==> src/rtl/intpol2_d4_out_fifo.sv <==
// intpol2_d4_out_fifo: output FIFO sitting directly behind the intpol2_D4
// interpolator datapath. It buffers one sample per FSM write strobe and
// returns the almost-full flag that throttles the FSM's streaming loop.
//
// Build option: define INTPOL2_OUT_FIFO_FWFT_EN for first-word fall-through
// reads (zero latency). The default build uses a registered read port with
// one cycle of latency.
//
// Occupancy is held in a single counter. full, empty and afull are decoded
// from that register only, so the FSM always sees glitch-free flags.
module intpol2_d4_out_fifo #(
    parameter int DATA_WIDTH   = 32,
    parameter int ADDR_WIDTH   = 4,
    parameter int AFULL_MARGIN = 4
) (
    input  logic                  clk,
    input  logic                  rstn,
    input  logic                  clear,
    input  logic                  wr_en,
    input  logic [DATA_WIDTH-1:0] wr_data,
    input  logic                  rd_en,
    output logic [DATA_WIDTH-1:0] rd_data,
    output logic                  rd_valid,
    output logic                  full,
    output logic                  empty,
    output logic                  afull,
    output logic [ADDR_WIDTH:0]   count,
    output logic                  overflow,
    output logic                  underflow
);

    localparam int DEPTH = 1 << ADDR_WIDTH;
    localparam logic [ADDR_WIDTH:0] DEPTH_CNT = (ADDR_WIDTH+1)'(DEPTH);
    // afull must rise while AFULL_MARGIN slots are still free, so that the
    // FSM's write loop can stop before anything is dropped.
    localparam logic [ADDR_WIDTH:0] AFULL_CNT = (ADDR_WIDTH+1)'(DEPTH - AFULL_MARGIN);

    logic [DATA_WIDTH-1:0] mem [DEPTH];
    logic [ADDR_WIDTH-1:0] wr_ptr;
    logic [ADDR_WIDTH-1:0] rd_ptr;
    logic                  wa;
    logic                  ra;
    logic                  run;

    assign full  = (count == DEPTH_CNT);
    assign empty = (count == '0);
    assign afull = (count >= AFULL_CNT);

    // A pop in the same cycle frees a slot, so a write to a full FIFO is
    // still accepted when rd_en is high. There is no write-to-read bypass:
    // an empty FIFO ignores rd_en even if a write arrives alongside it.
    assign wa  = wr_en & (~full | rd_en);
    assign ra  = rd_en & ~empty;
    assign run = rstn & ~clear;

    // Storage array; writes are masked while reset or clear is active.
    always_ff @(posedge clk) begin
        if (run && wa) begin
            mem[wr_ptr] <= wr_data;
        end
    end

    // Pointers, occupancy counter and sticky error flags.
    always_ff @(posedge clk) begin
        if (!rstn || clear) begin
            wr_ptr    <= '0;
            rd_ptr    <= '0;
            count     <= '0;
            overflow  <= 1'b0;
            underflow <= 1'b0;
        end else begin
            if (wa) begin
                wr_ptr <= wr_ptr + ADDR_WIDTH'(1);
            end
            if (ra) begin
                rd_ptr <= rd_ptr + ADDR_WIDTH'(1);
            end
            case ({wa, ra})
                2'b10:   count <= count + (ADDR_WIDTH+1)'(1);
                2'b01:   count <= count - (ADDR_WIDTH+1)'(1);
                default: count <= count;
            endcase
            if (wr_en && full && !rd_en) begin
                overflow <= 1'b1;
            end
            if (rd_en && empty) begin
                underflow <= 1'b1;
            end
        end
    end

`ifdef INTPOL2_OUT_FIFO_FWFT_EN
    // Head of the queue is always on rd_data; rd_en only acknowledges it.
    assign rd_data  = mem[rd_ptr];
    assign rd_valid = ~empty;
`else
    // Registered read port: popped word appears one cycle after rd_en and
    // is flagged by a single-cycle rd_valid. clear keeps the last word.
    always_ff @(posedge clk) begin
        if (!rstn) begin
            rd_data  <= '0;
            rd_valid <= 1'b0;
        end else if (clear) begin
            rd_valid <= 1'b0;
        end else begin
            rd_valid <= ra;
            if (ra) begin
                rd_data <= mem[rd_ptr];
            end
        end
    end
`endif

endmodule

==> config.mk <==
export PLATFORM = sky130hd
export DESIGN_NAME = intpol2_d4_out_fifo
export DESIGN_NICKNAME = d
export VERILOG_FILES = /design/src/rtl/intpol2_d4_out_fifo.sv
export SDC_FILE = /design/constraint.sdc
export NUM_CORES = 1
export LEC_CHECK = 0
export ABC_CLOCK_PERIOD_IN_PS = 2640
export BUFFER_PORTS_ARGS = -buffer_cell sky130_fd_sc_hd__buf_2
export CAP_MARGIN = 10
export CORE_MARGIN = 5
export CORE_UTILIZATION = 55
export CTS_CLUSTER_DIAMETER = 80
export CTS_CLUSTER_SIZE = 12
export DETAILED_ROUTE_END_ITERATION = 10
export PLACE_DENSITY = 0.75
export SYNTH_ARGS = -nofsm -noshare
export SYNTH_HDL_FRONTEND = slang
export SYNTH_SLANG_ARGS = --single-unit
==> constraint.sdc <==
create_clock -name clk -period 2.64 [get_ports clk]
set_input_delay 0.264 -clock clk [delete_from_list [all_inputs] [get_ports clk]]
set_output_delay 0.264 -clock clk [all_outputs]
set_load 0.05 [all_outputs]
[Word level (Yosys, flattened, before mapping)]
Memories as Yosys holds them, arrays and structs flattened. A register that Yosys moved wholly into a read port is not among the register bits.
Index checks and enable logic that the tools add are counted.
Word-level totals
  bits in registers: 16
  RAM bits: 512
  input bits: 37
  output and inout port bits: 43
  logic and storage cells: 38
  memories: 1
Memory list
  mem: depth 16, bits a word 32, read ports 1, clocked after memory_dff 1, wr ports 1, line 38  | logic [DATA_WIDTH-1:0] mem [DEPTH];
Cells by class
  add/sub/neg operators: 4
  $lt $le $gt $ge: 1
  equal/unequal tests: 3
  multiplexer cells: 3
  bitwise operators: 8
  reduce and logical (&&, ||, !) cells: 12
Operators by type and width (number)
  one-hot mux 5 bit (2 select lines): 1
  adder 4 x 1 -> 4 bit, second input constant: 2
  adder 5 x 1 -> 5 bit, second input constant: 1
  == test 5 bit, second input constant: 1
  greater-or-equal comparator 5 x 4 -> 1 bit, second input constant: 1
  logical NOT 5 bit: 1
  subtractor 5 x 1 -> 5 bit, second input constant: 1
  logical AND 1 bit: 4
  inverter 1 bit: 4
  bitwise AND 1 bit: 3
  logical NOT 1 bit: 3
  == test 2 x 1 -> 1 bit, second input constant: 1
  == test 2 bit, second input constant: 1
  two-way mux 1 bit: 2
  AND reduction 2 bit: 1
  nonzero test 2 bit: 1
  OR reduction 2 bit: 1
  logical OR 1 bit: 1
  bitwise OR 1 bit: 1

[Depth between registers and ports, before layout]
  depth after elaboration: 7
  mapped depth: 12
  depth with buffers taken out: 11

[Worst setup path before layout]
Ideal clock, no wire load.
  kind: reg2reg
  from: reg count[0]
  to: mem mem[15][0] (enable)
  setup time: 421 ps
  arrival time: 2744 ps
  data required time: 2219 ps
  setup slack: -525 ps
  cell stages (with the launch flop): 6
  path buffers: 1
  clock period less this slack: 3165 ps
  cell sequence: dfxtp_1 or4_4 o31a_2 buf_2 nand2_1 nor2_1
On the way
  longest elaborated chain between the ends: 7
RTL lines
  from (decl): line 27  | output logic [ADDR_WIDTH:0] count,
  from (signal assigned): line 79  | 2'b10: count <= count + (ADDR_WIDTH+1)'(1);
  from (signal assigned): line 80  | 2'b01: count <= count - (ADDR_WIDTH+1)'(1);
  from (signal assigned): line 81  | default: count <= count;
  == test 5 bit: line 45  | assign full = (count == DEPTH_CNT);
  inverter 1 bit: line 52  | assign wa = wr_en & (~full | rd_en);
  bitwise OR 1 bit: line 52
  bitwise AND 1 bit: line 52
  logical AND 1 bit: line 58  | if (run && wa) begin
  two-way mux 1 bit: line 58
  two-way mux 1 bit (implied by the code): line 59  | mem[wr_ptr] <= wr_data;
  to (decl): line 38
Every way passes these cells.

[Final worst setup path]
  from: reg count[3]
  to: reg count[4]
On the way
  longest elaborated chain between the ends: 6
  elaborated cells on any way between the ends: 13
  those cells by class: add/sub (2); eq/ne (3); mux (1); bitwise (5); reduce/logical (2)
RTL lines
  == test 5 bit: line 45
  inverter 1 bit: line 52
  bitwise OR 1 bit: line 52
  bitwise AND 1 bit: line 52
  == test 2 x 1 -> 1 bit / == test 2 bit (equally long branches): line 78  | case ({wa, ra})
  one-hot mux 5 bit (2 select lines) / nonzero test 2 bit (equally long branches)
Several ways; a longest one is shown, not always the timed one.
A chain may end at the register's enable or synchronous reset.

==> flow_summary.toml <==
[global_route]
overflow = 0
grt_pass1_wl_um = 65500
antenna_found_initial = 0
grt_usage = 0.2076
grt_max_degree = 43
first_global_vias = 10550

[clock_network]
clk_latency_ns = 0.59
clk_pin_slew_ns = 0.06
cts.htree.levels = 2
cts-buffers-inserted = 52
clock_sinks = 560
cts_root_buf = "clkbuf_16"
clk_path_buf_depth = 3
cts_tree = "done"

[sta]
fin_crit_sh = 1.010
finalClockSkew_ns = 0.02006
post-route-min-period_ns = 2.666
setup_viol = 1
setup_ws_ns = -0.02597
slew_headroom = 0.1618
hold_ws_ns = 0.04477
worstMarginPinSlew_ns = 1.254
max_freq_ghz = 0.3751
slew_viol_final = 0
grt_setup_unrepaired = "yes"
finalSetupTns_ns = -0.02597
finalHoldViolations = 0

[status]
violations = "setup timing"
status = "complete, but fails checks"

[floorplanning]
initial_core_util = 0.5531
core_area_um2 = 38470
rows = 72
die_w_um = 206.7
ios = 80
die_area_um2 = 42720
die_height_um = 206.7

[power_and_ir_drop]
ir_drop_mv = 0.5905
p_leak_nw = 7.519
power_density_nw_per_um2 = 701.5
internal-power_mw = 13.60
pwr-share-clk = 0.396
fin_total_pwr_mw = 17.02
p_sw_mw = 3.422
power_frac_comb = 0.033
power.share.switching = 0.2010
seqPwrFrac = 0.571

[synth]
synth-edff-count = 512
syn_nets = 1019
ys_ff_latch = 560
yosys.area.top_type = "edfxtp_1"
syn_area_um2 = 21280
synth_ff_type = "edfxtp_1"
synth_top_area_share = 0.7226
synth_seq_area_share = 0.7677
avgSynthCellArea_um2 = 21.89
async_flop_share = 0
synth.distinct_cells = 45
synthTopCellsByArea = "edfxtp_1 72%, mux4_2 14%, dfxtp_1 4.5%, mux2_2 1.6%, mux2i_1 1.6%"
synth_cells = 972
synth_warnings = 0

[critical_path]
reg2reg_to = "count[4]$_SDFFE_PP0P_"
cp_data_arrival_time_ns = 3.19
path_max_fanout = 4
worstSetupPathType = "reg -> reg"
rrSetupSlack_ns = -0.03
startpoint_type = "register"
worstPathRequired_ns = 3.16
regToRegStartpoint = "count[3]$_SDFFE_PP0P_"
rr_worst_depth = 11
end_kind = "register"

[placement]
place_area_um2 = 22700
port-buffer-count = 79
place_congestion = 0.7922
dp_slack_ns = -0.1476
dp_hpwl_um = 24090
place_inst = 1561

[drt]
drtIter0Drc = 845
first_pass_iters = 5
top_layer = "met4"
wl_met3_um = 2892
wl_met2_um = 21530
routed_wl_um = 42680
drt-vias-per-instance = 6.019
wl_met1_um = 17420
ant_nets = 0
drc = 0
routedWlPerCell_um = 25.74
route.vias.total = 9980

[hold_path]
min_path_type = "in -> reg"
hold_depth = 1
whs_endpoint = "mem[11][23]$_DFFE_PP_"
hp-start = "wr_data[23]"

[finish]
fin_util = 0.6308
finalNonFillerCells = 1658
diodes = 0
num-nets-final = 1148
final_area_um2 = 24260
area_growth_pct = 14.03
drive_gt1_frac = 0.3404

[flow_run]
drv_cap = 0
[kinds of logic after synthesis]
family / count (synthesis) / share of synthesized area
adder cells (fa/ha/maj): 10 / 0.006233
multiplexers: 192 / 0.1674
XOR/XNOR: 8 / 0.003293
flip-flops: 560 / 0.7677
buffers and inverters: 59 / 0.01517
AO/OA/AOI/OAI: 80 / 0.02629
AND/OR/NAND/NOR: 63 / 0.01388
[critical path, cell delays in order, from the launching register on]
cell,delay [ns]
dfxtp_2,0.32
or4_4,0.55
o31a_4,0.31
inv_4,0.06
ha_4,0.16
inv_2,0.06
fa_2,0.37
nor2b_4,0.13
o21ai_2,0.07
nor4b_2,0.16
or3_1,0.30
a21oi_1,0.11
[registers in the layout, summed over array words and instances (netlist names)]
signal	cells
mem	512
rd_data	32
wr_ptr	4
overflow	1
rd_ptr	4
underflow	1
rd_valid	1
count	5
[power groups by stage]
stage / combinational (mW) / clock, mW / sequential, mW
2_1_floorplan: 0.255 / 0 / 9.97
3_3_place_gp: 0.542 / 0 / 9.91
3_5_place_dp: 0.561 / 0 / 9.91
4_1_cts: 0.568 / 6.85 / 9.72
5_1_grt: 0.610 / 7.25 / 9.72
6_report: 0.562 / 6.73 / 9.72
[Yosys cell counts, types with 3 or more instances]
master and number:
a21oi_1 8, a22oi_1 21, a22oi_2 10, buf_1 5
buf_2 9, buf_4 11, buf_6 4, clkbuf_1 19
dfxtp_1 48, edfxtp_1 512, ha_1 9, inv_1 9
mux2_2 31, mux2i_1 33, mux4_2 128, nand2_1 10
nand3_1 3, nor2_1 34, o21ai_0 23, o21ai_1 10
xor2_1 6
[per-layer routing]
metal | global-route usage | up-vias
met5 | 0 | -
met1 | 0.3016 | 5268
met3 | 0.03984 | 61
li1 | - | 4294
met2 | 0.3363 | 357
met4 | 0.04745 | 0
[placed cells by master (no fill, tap or decap), types with 2 or more instances in the layout]
| cell | n |
|---|---|
| ha_1 | 8 |
| o21ai_0 | 22 |
| inv_1 | 7 |
| xor2_1 | 6 |
| nand4_1 | 2 |
| nor2_4 | 16 |
| nand3_1 | 3 |
| buf_2 | 79 |
| mux4_2 | 128 |
| clkbuf_16 | 52 |
| nor2_1 | 18 |
| a22oi_2 | 10 |
| or3_1 | 2 |
| nand2_1 | 10 |
| edfxtp_1 | 512 |
| a22oi_1 | 21 |
| o21ai_1 | 10 |
| dfxtp_4 | 5 |
| dlygate4sd3_1 | 2 |
| mux2_2 | 31 |
| xnor2_1 | 2 |
| a21oi_1 | 7 |
| mux2i_1 | 33 |
| buf_4 | 27 |
| buf_12 | 16 |
| clkbuf_1 | 39 |
| dfxtp_2 | 2 |
| inv_4 | 2 |
| dfxtp_1 | 41 |
[final cells by class]
type	instances	area [um2]
Clock buffer	91	1448
Clock inverter	2	35.03
Fill cell	2538	14200
Inverter	10	42.54
Multi-Input combinational cell	353	4795
Sequential cell	560	16360
Tap cell	518	648.1
Timing Repair Buffer	124	938.4
[worst max path at each step]
stage / startpoint / to / cells past startpoint / slack (ns)
global route: count[3]$_SDFFE_PP0P_ / count[4]$_SDFFE_PP0P_ / 11 / -0.12
global placement: count[1]$_SDFFE_PP0P_ / count[4]$_SDFFE_PP0P_ / 11 / -0.12
finish: count[3]$_SDFFE_PP0P_ / count[4]$_SDFFE_PP0P_ / 11 / -0.03
detailed placement: count[1]$_SDFFE_PP0P_ / count[4]$_SDFFE_PP0P_ / 11 / -0.15
CTS: count[3]$_SDFFE_PP0P_ / count[4]$_SDFFE_PP0P_ / 11 / -0.009
floorplan: count[1]$_SDFFE_PP0P_ / count[4]$_SDFFE_PP0P_ / 12 / -0.27
[what timing repair did]
item | in CTS | in global routing
hold buffers | 2 | 0
pin swaps | 4 | 3
setup endpoints to repair | 1 | 10
setup buffers | 1 | 1
hold endpoints to repair | 2 | 0
resized for setup | 4 | 6
(Power assumes the default switching activity.)
